--- config.mk ---
export PLATFORM = sky130hd
export DESIGN_NAME = cpu_core_param
export DESIGN_NICKNAME = d
export VERILOG_FILES = /design/src/rtl/cpu_core_param.sv
export SDC_FILE = /design/constraint.sdc
export NUM_CORES = 1
export LEC_CHECK = 0
export CAP_MARGIN = 20
export CORE_MARGIN = 10
export CORE_UTILIZATION = 40
export CTS_CLUSTER_DIAMETER = 150
export DETAILED_ROUTE_END_ITERATION = 7
export GPL_TIMING_DRIVEN = 1
export SYNTH_ARGS = -nofsm -noshare
export SYNTH_HDL_FRONTEND = slang
export SYNTH_SLANG_ARGS = --single-unit
--- constraint.sdc ---
create_clock -name CLK -period 4.2 [get_ports CLK]
set_input_delay 0.42 -clock CLK [delete_from_list [all_inputs] [get_ports CLK]]
set_output_delay 0.42 -clock CLK [all_outputs]
set_load 0.005 [all_outputs]
--- src/rtl/cpu_core_param.sv ---
// cpu_core_param: parameterised single-issue CPU core; define CPU_CORE_MUL_EN to add the MUL opcode (0x08)
module cpu_core_param #(
    parameter int          DATA_W   = 8,
    parameter int          REG_AW   = 3,
    parameter logic [31:0] RESET_PC = 32'h0
) (
    input  logic              CLK,
    input  logic              RESET,
    input  logic [31:0]       INSTRUCTION,
    input  logic              INSTR_VALID,
    output logic [31:0]       PC,
    output logic [DATA_W-1:0] RESULT,
    output logic              HALTED,
    output logic              ILLEGAL
);
    typedef enum logic {RUN, HALT} state_t;
    state_t            state_q;
    logic [31:0]       pc_q, pc_d, pc_inc, pc_tgt;
    logic [DATA_W-1:0] result_q, wr_d, rs1, rs2, imm;
    logic [DATA_W-1:0] regs_q [2**REG_AW];
    logic              illegal_q, illegal_d, we_d, halt_d;
    logic [7:0]        op;
    logic [REG_AW-1:0] rd, ra, rb;
    logic              unused_instr;
    assign op           = INSTRUCTION[31:24];
    assign rd           = INSTRUCTION[16 +: REG_AW];
    assign ra           = INSTRUCTION[8 +: REG_AW];
    assign rb           = INSTRUCTION[0 +: REG_AW];
    assign rs1          = regs_q[ra];
    assign rs2          = regs_q[rb];
    assign imm          = DATA_W'(signed'(INSTRUCTION[7:0]));
    assign pc_inc       = pc_q + 32'd4;
    assign pc_tgt       = pc_inc + (32'(signed'(INSTRUCTION[23:16])) << 2);
    assign unused_instr = ^INSTRUCTION;
    assign PC           = pc_q;
    assign RESULT       = result_q;
    assign HALTED       = (state_q == HALT);
    assign ILLEGAL      = illegal_q;
    // decode the current instruction into write data, next PC and flags
    always_comb begin
        we_d      = 1'b0;
        wr_d      = '0;
        pc_d      = pc_inc;
        illegal_d = 1'b0;
        halt_d    = 1'b0;
        case (op)
            8'h00: begin we_d = 1'b1; wr_d = imm; end
            8'h01: begin we_d = 1'b1; wr_d = rs2; end
            8'h02: begin we_d = 1'b1; wr_d = rs1 + rs2; end
            8'h03: begin we_d = 1'b1; wr_d = rs1 - rs2; end
            8'h04: begin we_d = 1'b1; wr_d = rs1 & rs2; end
            8'h05: begin we_d = 1'b1; wr_d = rs1 | rs2; end
            8'h06: pc_d = pc_tgt;
            8'h07: pc_d = (rs1 == rs2) ? pc_tgt : pc_inc;
`ifdef CPU_CORE_MUL_EN
            8'h08: begin we_d = 1'b1; wr_d = rs1 * rs2; end
`endif
            8'hFF: begin pc_d = pc_q; halt_d = 1'b1; end
            default: illegal_d = 1'b1;
        endcase
    end
    // retire one instruction per valid cycle in RUN; HALT is only left by reset
    always_ff @(posedge CLK or posedge RESET) begin
        if (RESET) begin
            state_q   <= RUN;
            pc_q      <= RESET_PC;
            result_q  <= '0;
            illegal_q <= 1'b0;
            for (int i = 0; i < 2**REG_AW; i++) regs_q[i] <= '0;
        end else begin
            illegal_q <= 1'b0;
            if (state_q == RUN && INSTR_VALID) begin
                pc_q      <= pc_d;
                illegal_q <= illegal_d;
                if (halt_d) state_q <= HALT;
                if (we_d) begin
                    regs_q[rd] <= wr_d;
                    result_q   <= wr_d;
                end
            end
        end
    end
endmodule

==> results by group <==
Outcome
  – Outcome: finished clean

GRT
  – Global-route wire length before repair: 37,500 um
  – GRT Residual Overflow: 0
  – Number of global-route vias before repair: roughly 6,800
  – Number of antenna violations at the first check in global routing: 0
  – GR Util met2: about a quarter
  – GR met3 Demand/Resource: 2.66%
  – Global-route total usage across every layer: approximately 16%
  – Routing layer with the top usage in global route: met2
  – Largest net degree at the start of global routing: 65
  – M1 GR Usage: about a quarter

Timing
  – Final worst path period need: around 4 ns
  – Max-slew violation count: 0
  – Maximum frequency from static timing analysis: between 0.2 and 0.25 GHz
  – Post-layout worst setup margin: roughly 0.19 ns
  – Ratio of final minimum period to clock period: between 90% and 100%
  – Final clock skew: approximately 0.012 ns
  – Worst-Margin Slew: between 0.9 and 1 ns
  – Rel. slew slack: 34.1%
  – Worst hold margin: 0.511 ns
  – Total of endpoints with negative setup slack in the final report: 0
  – Final hold viol count: 0

Drt
  – Via density per instance: 5.50
  – Count of TritonRoute iterations in the first routing pass: 4
  – Routed WL: roughly 23,000 um
  – Wire length per cell after detailed routing: 17.7 um
  – Number of nets with antenna violations after routing: 0
  – DRC violations left: 0
  – DRT iter0 DRCs: around 420
  – Total vias in the final route: approximately 7,000

Synthesis
  – Top area cells in the synthesized netlist: sky130_fd_sc_hd__dfrtp_1 (30%), sky130_fd_sc_hd__ha_1 (8.4%), sky130_fd_sc_hd__mux4_2 (6.8%), sky130_fd_sc_hd__a21oi_1 (5.3%), sky130_fd_sc_hd__mux2_4 (4.2%)
  – Synthesized area per cell: approximately 9.5 um2
  – Sequential-to-total area share from yosys stat: 30.2%
  – Flip-flop and latch count after synthesis: around 100
  – Async set-or-reset flop fraction in the synthesized netlist: 100%
  – Most instantiated flip-flop cell in the synthesis netlist: sky130_fd_sc_hd__dfrtp_1
  – Count of cell types in the netlist: 79
  – Most frequently used cell type in the post-synthesis netlist: sky130_fd_sc_hd__dfrtp_1
  – Yosys synthesis warning count: 0
  – Number of synthesized flops with an enable pin: 0
  – Synthesized netlist cell count: ~900
  – Largest area contributor in the synthesized netlist: sky130_fd_sc_hd__dfrtp_1
  – List of most frequent post-synthesis cells: sky130_fd_sc_hd__dfrtp_1 (104), sky130_fd_sc_hd__a21oi_1 (92), sky130_fd_sc_hd__nor2_1 (90)
  – Proportion of netlist area held by the largest area contributor: roughly 30%
  – Cell area after technology mapping: between 8000 and 9000 um2

Clock network
  – Clk sink count: roughly 100
  – Clock-pin slew on the worst setup and hold paths: ~0.070 ns
  – Clock Path Buffers: 2
  – Clock tree from TritonCTS: built
  – Number of levels in the clock H-tree: 3
  – Clock buffer count from CTS: 9
  – Buffer type at the clock tree root: sky130_fd_sc_hd__clkbuf_16
  – Skew-Pair Late Insertion Delay: 0.35 ns

Setup path
  – Critical path type: flip-flop to flip-flop
  – Critical path peak fanout: 5
  – Required arrival time at the worst endpoint: ~4.4 ns
  – Buffer and inverter count on the worst path: 1
  – Stage delay of the slowest cell on the critical path: 0.46 ns
  – Kind of start point of the critical path: flip-flop
  – Standard cell with the maximum stage delay on the critical path: sky130_fd_sc_hd__dfrtp_1
  – Critical path capture point type: flip-flop
  – Worst EP arrival: between 4 and 5 ns
  – Cells along the critical path: and3_1 > nand4_1 > buf_4 > nor3_1 > nand3_1 > xnor2_1 > ha_1 > a31oi_1 > nor2b_1 > o2111a_1 > nor2_1 > a21oi_4 > mux2i_2 > mux2i_1 > o21ai_1
  – Cell family contributing the most delay on the critical path: simple AND/OR/NAND/NOR gates

Pwr
  – PD cells: between 300 and 400 nW/um2
  – Maximum resistive drop on vdd: about 0.21 mV
  – Static leakage power: about 4.5 nW

Die
  – Core box area: ~21,000 um2
  – Area enclosed by the die boundary: between 20,000 and 30,000 um2
  – Overall die width: 167 um
  – Standard-cell row count: 53
  – Initial Utilization: between 40% and 50%
  – Vertical die dimension: 167 um
  – I/O pins: 77

Finish
  – Share of final-layout standard cells stronger than drive strength 1: roughly 20%
  – Final core occ: 49.0%
  – Fin nets: between 1,000 and 1,500
  – # fillers: just under 2,000
  – N_diodes: 0
  – Area delta synth->final: 19.9%

Run
  – Max-cap check violation count: 0

Hold path
  – Kind of path behind the tightest hold check: flip-flop to flip-flop

Place
  – Port-buffer cells: between 60 and 70
  – Setup Slack @ Placement: -0.0647 ns
  – Post-DP HPWL: 17,400 um
  – Gpl congestion: just over 0.9
==> placed cells by master (no fill, tap or decap), types with 26 or more instances in the layout <==
master	count
sky130_fd_sc_hd__ha_1	58
sky130_fd_sc_hd__clkdlybuf4s50_1	69
sky130_fd_sc_hd__xor2_1	26
sky130_fd_sc_hd__dfrtp_1	104
sky130_fd_sc_hd__xnor2_1	28
sky130_fd_sc_hd__o21ai_0	45
sky130_fd_sc_hd__nand2_1	71
sky130_fd_sc_hd__a21oi_1	92
sky130_fd_sc_hd__nor2_1	90
sky130_fd_sc_hd__mux4_2	26
sky130_fd_sc_hd__inv_1	32
sky130_fd_sc_hd__buf_4	64
==> worst register-to-register path: stages, from the launching register on <==
cell and delay (ns):
sky130_fd_sc_hd__dfrtp_1 0.46, sky130_fd_sc_hd__and3_1 0.27, sky130_fd_sc_hd__nand4_1 0.23, sky130_fd_sc_hd__buf_4 0.24, sky130_fd_sc_hd__nor3_1 0.32, sky130_fd_sc_hd__nand3_1 0.14, sky130_fd_sc_hd__xnor2_1 0.26, sky130_fd_sc_hd__ha_1 0.32
sky130_fd_sc_hd__a31oi_1 0.23, sky130_fd_sc_hd__nor2b_1 0.26, sky130_fd_sc_hd__o2111a_1 0.31, sky130_fd_sc_hd__nor2_1 0.13, sky130_fd_sc_hd__a21oi_4 0.19, sky130_fd_sc_hd__mux2i_2 0.26, sky130_fd_sc_hd__mux2i_1 0.21, sky130_fd_sc_hd__o21ai_1 0.08
==> registers in the layout (all words and copies together), names as in the netlist <==
name     cells
HALTED       1
ILLEGAL      1
PC          30
RESULT       8
regs_q      64
==> layout make-up <==
class / count / area [um2] / area share (%)
inverters: 33 / 126 / 1.22
multi-input cells: 718 / 5650 / 54.7
well taps: 275 / 344 / 3.33
clock inverters: 6 / 51.3 / 0.496
repair buffers: 141 / 1330 / 12.9
clock buffers: 9 / 225 / 2.18
flip-flops and latches: 104 / 2600 / 25.2
==> logic make-up after synthesis <==
family                   count (synthesis)  synth area share, %
AO/OA/AOI/OAI                          237                 17.4
XOR/XNOR                                54                 5.49
adder cells (fa/ha/maj)                 61                 9.11
buffers and inverters                   83                 4.69
flip-flops                             104                 30.2
multiplexers                            94                 17.5
other                                    1               0.0435
AND/OR/NAND/NOR                        270                 15.6
==> routing by layer <==
metal,part of all wire [%],up-vias
li1,-,3490
met1,50,3439
met2,45,130
met3,4.4,13
met4,0.80,0
met5,0,-
==> path summary, 6_finish.rpt <==
check                           from          to  slack, ns  cells past startpoint
max in group asynchronous      RESET       PC[6]       2.79                      3
hold / removal             regs_q[0]   regs_q[0]       0.51                      2
min in group asynchronous      RESET  regs_q[47]       0.57                      2
hold reg to reg            regs_q[0]   regs_q[0]       0.51                      2
setup reg to reg               PC[4]      PC[31]       0.19                     15
setup / recovery               PC[4]      PC[31]       0.19                     15
==> report_power, final <==
group	internal (mW)	switching [mW]	leakage (nW)
Clock	0.411	0.412	0.139
Combinational	0.725	0.772	3.02
Sequential	1.10	0.110	1.37
Total	2.24	1.29	4.53
==> metrics by stage <==
stage	TNS [ns]	instances	area [um2]	total power, mW
after floorplan	0	905	8630	2.17
after global placement	-0.163	1267	10000	2.70
after detailed placement	-0.512	1267	10000	2.72
after CTS	0	1282	10300	3.55
after global routing	-0.0370	1286	10300	3.78
final	0	1286	10300	3.53
==> repair_timing <==
item                                    4_1_cts  5_1_grt
hold buffers                                  0        0
endpoints found under the setup margin        0        1
resized for setup                             0        7
buffers inserted                              0        4
Power figures use the tool's default switching activity.
